**config.mk**
```make
export PLATFORM = sky130hd
export DESIGN_NAME = jtag_dtm_tap
export DESIGN_NICKNAME = d
export VERILOG_FILES = /design/src/rtl/jtag_dtm_tap.sv
export SDC_FILE = /design/constraint.sdc
export NUM_CORES = 1
export LEC_CHECK = 0
export ABC_AREA = 1
export ABC_CLOCK_PERIOD_IN_PS = 3900
export BUFFER_PORTS_ARGS = -buffer_cell sky130_fd_sc_hd__buf_2
export CORE_ASPECT_RATIO = 1.1
export CORE_UTILIZATION = 62
export CTS_CLUSTER_DIAMETER = 150
export DETAILED_ROUTE_END_ITERATION = 6
export PLACE_DENSITY = 0.92
export SLEW_MARGIN = 20
export SYNTH_ARGS = -nofsm -noshare
export SYNTH_HDL_FRONTEND = slang
export SYNTH_SLANG_ARGS = --single-unit
```
**constraint.sdc**
```tcl
create_clock -name clk -period 3.9 [get_ports clk]
set_clock_uncertainty 0.15 [all_clocks]
set_input_delay 0.39 -clock clk [delete_from_list [all_inputs] [get_ports clk]]
set_output_delay 0.39 -clock clk [all_outputs]
set_load 0.02 [all_outputs]
```
**src/rtl/jtag_dtm_tap.sv**
```systemverilog
// JTAG debug transport module: oversampled TAP, IR/DR chain and DMI request/response handshakes.
// Optional macro JTAG_DTM_BUSY_ERR_EN enables the sticky busy-error (dmistat/status = 2'b11).
module jtag_dtm_tap #(
  parameter int unsigned DMI_ADDR_BITS = 6,
  parameter int unsigned DMI_DATA_BITS = 32,
  parameter int unsigned DMI_OP_BITS   = 2,
  parameter logic [31:0] IDCODE_VAL    = 32'h1E200A6D,
  parameter int unsigned SYNC_STAGES   = 2
) (
  input  logic clk,
  input  logic rst_n,
  input  logic jtag_tck_i,
  input  logic jtag_tms_i,
  input  logic jtag_tdi_i,
  output logic jtag_tdo_o,
  output logic dtm_req_valid_o,
  output logic [DMI_ADDR_BITS+DMI_DATA_BITS+DMI_OP_BITS-1:0] dtm_req_data_o,
  input  logic dm_ack_i,
  input  logic dm_resp_valid_i,
  input  logic [DMI_ADDR_BITS+DMI_DATA_BITS+DMI_OP_BITS-1:0] dm_resp_data_i,
  output logic dtm_ack_o
);

  localparam int unsigned A     = DMI_ADDR_BITS;
  localparam int unsigned D     = DMI_DATA_BITS;
  localparam int unsigned O     = DMI_OP_BITS;
  localparam int unsigned DMI_W = A + D + O;
  localparam int unsigned DR_W  = (DMI_W > 32) ? DMI_W : 32;

  typedef enum logic [3:0] {
    TLR, RTI,
    SEL_DR, CAP_DR, SH_DR, EX1_DR, PA_DR, EX2_DR, UPD_DR,
    SEL_IR, CAP_IR, SH_IR, EX1_IR, PA_IR, EX2_IR, UPD_IR
  } tap_e;

  logic [SYNC_STAGES-1:0] r_tck_s;
  logic [SYNC_STAGES-1:0] r_tms_s;
  logic [SYNC_STAGES-1:0] r_tdi_s;
  logic                   r_tck_q;
  logic w_tck, w_tms, w_tdi, w_rise, w_fall;

  tap_e r_state, w_next;
  logic w_in_tlr, w_cap_dr, w_sh_dr, w_upd_dr;
  logic w_cap_ir, w_sh_ir, w_upd_ir;

  logic [4:0]      r_ir, r_ir_sr;
  logic [DR_W-1:0] r_dr_sr, w_cap_val, w_shift_val;
  logic            r_tdo;
  logic w_sel_idc, w_sel_dtm, w_sel_dmi, w_sel_byp;

  logic [A-1:0]     r_last_addr;
  logic [D-1:0]     r_resp_data;
  logic             r_busy, r_req_valid, r_req_pend, r_ack;
  logic [DMI_W-1:0] r_req_data;

  logic         w_err;
  logic [1:0]   w_dmistat;
  logic [O-1:0] w_status;
  logic [31:0]  w_dtmcs;
  logic [O-1:0] w_op;
  logic [D-1:0] w_data;
  logic [A-1:0] w_addr;
  logic w_upd_dmi, w_upd_dtm, w_hard, w_op_ok, w_issue;
  logic [A+O-1:0] w_unused_resp;

  // Oversample the JTAG pins and detect TCK edges
  always_ff @(posedge clk or negedge rst_n) begin
    if (!rst_n) begin
      r_tck_s <= '0;
      r_tms_s <= '0;
      r_tdi_s <= '0;
      r_tck_q <= 1'b0;
    end else begin
      r_tck_s <= {r_tck_s[SYNC_STAGES-2:0], jtag_tck_i};
      r_tms_s <= {r_tms_s[SYNC_STAGES-2:0], jtag_tms_i};
      r_tdi_s <= {r_tdi_s[SYNC_STAGES-2:0], jtag_tdi_i};
      r_tck_q <= r_tck_s[SYNC_STAGES-1];
    end
  end

  assign w_tck  = r_tck_s[SYNC_STAGES-1];
  assign w_tms  = r_tms_s[SYNC_STAGES-1];
  assign w_tdi  = r_tdi_s[SYNC_STAGES-1];
  assign w_rise = w_tck & ~r_tck_q;
  assign w_fall = ~w_tck & r_tck_q;

  // TAP state register
  always_ff @(posedge clk or negedge rst_n) begin
    if (!rst_n) r_state <= TLR;
    else        r_state <= w_next;
  end

  // TAP next state, evaluated only on a TCK rise
  always_comb begin
    w_next = r_state;
    if (w_rise) begin
      unique case (r_state)
        TLR:    w_next = w_tms ? TLR    : RTI;
        RTI:    w_next = w_tms ? SEL_DR : RTI;
        SEL_DR: w_next = w_tms ? SEL_IR : CAP_DR;
        CAP_DR: w_next = w_tms ? EX1_DR : SH_DR;
        SH_DR:  w_next = w_tms ? EX1_DR : SH_DR;
        EX1_DR: w_next = w_tms ? UPD_DR : PA_DR;
        PA_DR:  w_next = w_tms ? EX2_DR : PA_DR;
        EX2_DR: w_next = w_tms ? UPD_DR : SH_DR;
        UPD_DR: w_next = w_tms ? SEL_DR : RTI;
        SEL_IR: w_next = w_tms ? TLR    : CAP_IR;
        CAP_IR: w_next = w_tms ? EX1_IR : SH_IR;
        SH_IR:  w_next = w_tms ? EX1_IR : SH_IR;
        EX1_IR: w_next = w_tms ? UPD_IR : PA_IR;
        PA_IR:  w_next = w_tms ? EX2_IR : PA_IR;
        EX2_IR: w_next = w_tms ? UPD_IR : SH_IR;
        UPD_IR: w_next = w_tms ? SEL_DR : RTI;
      endcase
    end
  end

  // Decode the current state into register actions
  always_comb begin
    w_in_tlr = 1'b0;
    w_cap_dr = 1'b0;
    w_sh_dr  = 1'b0;
    w_upd_dr = 1'b0;
    w_cap_ir = 1'b0;
    w_sh_ir  = 1'b0;
    w_upd_ir = 1'b0;
    unique case (r_state)
      TLR:     w_in_tlr = 1'b1;
      CAP_DR:  w_cap_dr = 1'b1;
      SH_DR:   w_sh_dr  = 1'b1;
      UPD_DR:  w_upd_dr = 1'b1;
      CAP_IR:  w_cap_ir = 1'b1;
      SH_IR:   w_sh_ir  = 1'b1;
      UPD_IR:  w_upd_ir = 1'b1;
      default: ;
    endcase
  end

  // Instruction register and its shift stage
  always_ff @(posedge clk or negedge rst_n) begin
    if (!rst_n) begin
      r_ir    <= 5'h01;
      r_ir_sr <= '0;
    end else if (w_rise) begin
      if (w_in_tlr) r_ir    <= 5'h01;
      if (w_cap_ir) r_ir_sr <= 5'b00001;
      if (w_sh_ir)  r_ir_sr <= {w_tdi, r_ir_sr[4:1]};
      if (w_upd_ir) r_ir    <= r_ir_sr;
    end
  end

  assign w_sel_idc = (r_ir == 5'h01);
  assign w_sel_dtm = (r_ir == 5'h10);
  assign w_sel_dmi = (r_ir == 5'h11);
  assign w_sel_byp = ~(w_sel_idc | w_sel_dtm | w_sel_dmi);

  assign w_dmistat = {2{w_err}};
  assign w_status  = {O{w_err}};
  assign w_dtmcs   = {14'b0, 2'b0, 1'b0, 3'd5, w_dmistat,
                      6'(DMI_ADDR_BITS), 4'd1};

  // Capture value and shifted value for the selected data register
  always_comb begin
    w_cap_val   = '0;
    w_shift_val = r_dr_sr;
    unique case (1'b1)
      w_sel_idc: begin
        w_cap_val[31:0]   = IDCODE_VAL;
        w_shift_val[31:0] = {w_tdi, r_dr_sr[31:1]};
      end
      w_sel_dtm: begin
        w_cap_val[31:0]   = w_dtmcs;
        w_shift_val[31:0] = {w_tdi, r_dr_sr[31:1]};
      end
      w_sel_dmi: begin
        w_cap_val[DMI_W-1:0]   = {r_last_addr, r_resp_data, w_status};
        w_shift_val[DMI_W-1:0] = {w_tdi, r_dr_sr[DMI_W-1:1]};
      end
      w_sel_byp: begin
        w_cap_val[0]   = 1'b0;
        w_shift_val[0] = w_tdi;
      end
    endcase
  end

  // Data register capture and shift
  always_ff @(posedge clk or negedge rst_n) begin
    if (!rst_n) begin
      r_dr_sr <= '0;
    end else if (w_rise) begin
      if (w_cap_dr)     r_dr_sr <= w_cap_val;
      else if (w_sh_dr) r_dr_sr <= w_shift_val;
    end
  end

  // TDO changes on TCK fall from whichever chain is shifting
  always_ff @(posedge clk or negedge rst_n) begin
    if (!rst_n)      r_tdo <= 1'b0;
    else if (w_fall) r_tdo <= w_sh_ir ? r_ir_sr[0] :
                              w_sh_dr ? r_dr_sr[0] : 1'b0;
  end

  assign w_op      = r_dr_sr[O-1:0];
  assign w_data    = r_dr_sr[D+O-1:O];
  assign w_addr    = r_dr_sr[DMI_W-1:D+O];
  assign w_upd_dmi = w_rise & w_upd_dr & w_sel_dmi;
  assign w_upd_dtm = w_rise & w_upd_dr & w_sel_dtm;
  assign w_hard    = w_upd_dtm & r_dr_sr[17];
  assign w_op_ok   = (w_op == O'(1)) | (w_op == O'(2));
  assign w_issue   = w_upd_dmi & ~r_busy & ~w_err & w_op_ok;

`ifdef JTAG_DTM_BUSY_ERR_EN
  logic r_err;
  logic w_dmirst;
  assign w_dmirst = w_upd_dtm & r_dr_sr[16];

  // Sticky error: set by a DMI update while busy, cleared via DTMCS
  always_ff @(posedge clk or negedge rst_n) begin
    if (!rst_n)                  r_err <= 1'b0;
    else if (w_hard | w_dmirst)  r_err <= 1'b0;
    else if (w_upd_dmi & r_busy) r_err <= 1'b1;
  end

  assign w_err = r_err;
`else
  assign w_err = 1'b0;
`endif

  // Request issue, DM request/response handshakes and busy tracking
  always_ff @(posedge clk or negedge rst_n) begin
    if (!rst_n) begin
      r_busy      <= 1'b0;
      r_req_valid <= 1'b0;
      r_req_pend  <= 1'b0;
      r_req_data  <= '0;
      r_ack       <= 1'b0;
      r_resp_data <= '0;
      r_last_addr <= '0;
    end else begin
      if (r_req_valid & dm_ack_i) r_req_valid <= 1'b0;
      if (r_req_pend & ~dm_ack_i) begin
        r_req_valid <= 1'b1;
        r_req_pend  <= 1'b0;
      end
      if (dm_resp_valid_i & ~r_ack) begin
        r_ack <= 1'b1;
        if (!w_hard) r_resp_data <= dm_resp_data_i[D+O-1:O];
      end else if (r_ack & ~dm_resp_valid_i) begin
        r_ack  <= 1'b0;
        r_busy <= 1'b0;
      end
      if (w_issue) begin
        r_req_data  <= {w_addr, w_data, w_op};
        r_last_addr <= w_addr;
        r_busy      <= 1'b1;
        if (dm_ack_i) r_req_pend  <= 1'b1;
        else          r_req_valid <= 1'b1;
      end
      if (w_hard) begin
        r_busy      <= 1'b0;
        r_req_valid <= 1'b0;
        r_req_pend  <= 1'b0;
      end
    end
  end

  assign w_unused_resp = {dm_resp_data_i[DMI_W-1:D+O], dm_resp_data_i[O-1:0]};

  assign jtag_tdo_o      = r_tdo;
  assign dtm_req_valid_o = r_req_valid;
  assign dtm_req_data_o  = r_req_data;
  assign dtm_ack_o       = r_ack;

endmodule

```
==> metrics <==
vias 5833; initial detailed-routing violation count 638; CP arrival 3300 ps; port bufs 81; actual slew at the worst max-slew pin 962 ps; GRT overflow 0; Design Area, Final 0.00780 mm^2; CP Max Fanout 37; Post-DRT Antenna Nets 0; vias in the first global route 5713; CTS clk-pin slew, worst paths 60 ps; CP required 4210 ps; Pins Over Slew Limit 0; cell row count 38; RSZ-0062 raised after global routing no; highest clock rate 335 MHz; clock buffer depth 2; Worst Reg-to-Reg Cells 7; Synth top area share 53.7%; Crit path largest cell delay 680 ps; die width 98.8 um; CTS tree done; Net Count, Synth 844; hold_ws 9.98 ps; Synth Cell Area 0.00639 mm^2; Hold Crit Depth 3; initial antenna violation count 0; Max Cap Viol 0; Num CTS Buffers 17; Final period util 76.6%; Worst-Skew Late Latency 530 ps; Rel. slew slack 35.8%; # diodes 0; Avg WL per Cell 16.1 um; cells after synthesis 795; critical path's top delay family simple AND/OR/NAND/NOR gates; first-pass GRT wire length 27300 um; Final nets 952; top cells by area, synth dfrtp_1 54%, nand2_1 21%, o21ai_2 4.4%; H-tree Lvls 4; synth warn 0; die area 0.0107 mm^2; filler cell count 604; final setup fails 0; Slowest-stage cell, CP o21ai_1; Tmin final 2990 ps; critical path depth in cells 7; Syn Area/Cell 8.04 um^2; Setup CP Type reg -> reg; Crit. End Element flip-flop; Yosys top cell by area dfrtp_1; Initial DRT Pass Iterations 5; I/O pin count 90; Root Driver clkbuf_8; final hold violation count 0; Avg Vias per Cell 5.63; Hold Crit Class in -> reg; worst vdd ir 366 uV; DP Area 0.00680 mm^2; GRT Total Usage 33.4%; DP HPWL 8990 um; crit-path cells nand2_1 -> inv_1 -> nand2_2 -> inv_1 -> o21ai_1 -> nand2_1 -> nand2_1; largest net degree at the start of global routing 110; WP buf/inv 2; area grow syn2layout 22.1%; gp weighted congestion 0.876; Worst path most repeated cell nand2_1; outcome completed; Std-Cell Core Area 0.00994 mm^2; pwr dens 581 mW/mm^2; cts repair resizes 0; register area share after synthesis 54.1%; Clock Sinks 138; DIE HEIGHT 108 um; Critical Path Start Type flip-flop; Initial Util 64.3%; Unique masters post-synth 26; leak pwr 4.21 nW; synthesis-stage register bit count 138; total wire length 16600 um; drt drc 0; Pwr Total 0.00453 W; final setup TNS 0 ps; share of layout cells above drive strength 1 18.6%
[per-stage QoR]
stage	cells	util [%]	setup slack, ps
2_1_floorplan	795	-	2160
3_3_place_gp	968	68.4	1090
3_5_place_dp	968	68.4	1060
4_1_cts	1035	78.4	972
5_1_grt	1036	78.5	695
6_report	1036	78.5	914
[sequential cells by signal, summed over array words and instances, names as in the netlist]
register / flops
r_ir_sr: 5
dtm_ack_o: 1
r_tdi_s: 2
r_busy: 1
r_resp_data: 32
r_tck_s: 2
r_tms_s: 2
r_ir: 5
dtm_req_data_o: 34
dtm_req_valid_o: 1
r_last_addr: 6
r_req_pend: 1
r_tck_q: 1
r_dr_sr: 40
jtag_tdo_o: 1
r_state: 4
[cell families after synthesis]
group / Yosys count / synth area share [%]
simple gates: 462 / 28.7
compound gates: 85 / 8.89
fa+ha+maj: 2 / 0.392
buf+inv: 108 / 7.93
flops: 138 / 54.1
[worst min-delay path, delay by kind of cell]
kind / cells / cell delay, ps
and+or+nand+nor: 2 / 190
buffers and inverters: 1 / 70
[cells in the final DEF, fill, tap and decap left out, types with 4 or more instances in the layout]
cell and instances:
inv_2 4, inv_1 69, clkbuf_16 16, o21ai_1 9, nand2_1 366, nand3_1 51
a21oi_1 5, dfrtp_1 137, buf_4 6, bufinv_16 4, o22ai_1 11, dlygate4sd3_1 36
buf_2 80, nand2_2 5, clkbuf_8 6, o21ai_2 32, o21ai_0 25, nor2_2 6
nor2_1 29
[where the power goes]
group          leakage (nW)  internal (W)  switching [W]
sequential             1.84       0.00169       0.000206
clock                 0.313       0.00112       0.000610
combinational          2.05      0.000294       0.000606
total                  4.21       0.00311        0.00142
[cells in the mapped netlist]
library cell	instances
buf_2	9
o22ai_1	11
nand4_1	2
nor3_1	1
buf_4	4
ha_1	2
a21oi_1	5
a22oi_1	1
o211ai_1	1
buf_6	10
nand2_1	366
nand3_1	52
and2_1	1
dfstp_2	1
o21ai_2	32
dfrtp_1	137
o21ai_1	9
buf_1	3
inv_2	4
o21ai_0	25
nor2_2	6
inv_1	69
clkbuf_1	9
a21oi_2	1
nand2_2	5
nor2_1	29
[layer usage]
metal / up-vias / track usage, % / routed length (um)
li1: 2677 / - / -
met1: 2731 / 40.0 / 6260
met2: 357 / 56.1 / 8300
met3: 68 / 7.63 / 1380
met4: 0 / 19.2 / 699
met5: - / 0 / 0
[worst paths after layout]
check | end | startpoint | slack [ps]
max in group asynchronous | r_ir[0] | rst_n | 2350
max reg2reg | r_dr_sr[34] | r_state[0] | 910
min | r_resp_data[2] | dm_resp_data_i[4] | 10
max | r_dr_sr[34] | r_state[0] | 910
min reg2reg | r_tms_s[1] | r_tms_s[0] | 200
min in group asynchronous | dtm_req_data_o[28] | rst_n | 400
[timing repair]
action                                 in CTS  in global routing
endpoints found under the hold margin     142                  1
hold buffers                               35                  1
setup buffers                               0                  0
[layout make-up]
| type | count | area [um^2] | share of cell area (%) |
|---|---|---|---|
| multi-input combinational | 549 | 2440 | 31.3 |
| inverter | 73 | 274 | 3.51 |
| clock buffer | 22 | 483 | 6.19 |
| clock inverter | 10 | 163 | 2.08 |
| timing repair buffer | 124 | 837 | 10.7 |
| tap | 120 | 150 | 1.92 |
| sequential | 138 | 3450 | 44.3 |
No activity file was read; power rests on OpenSTA's default activity.
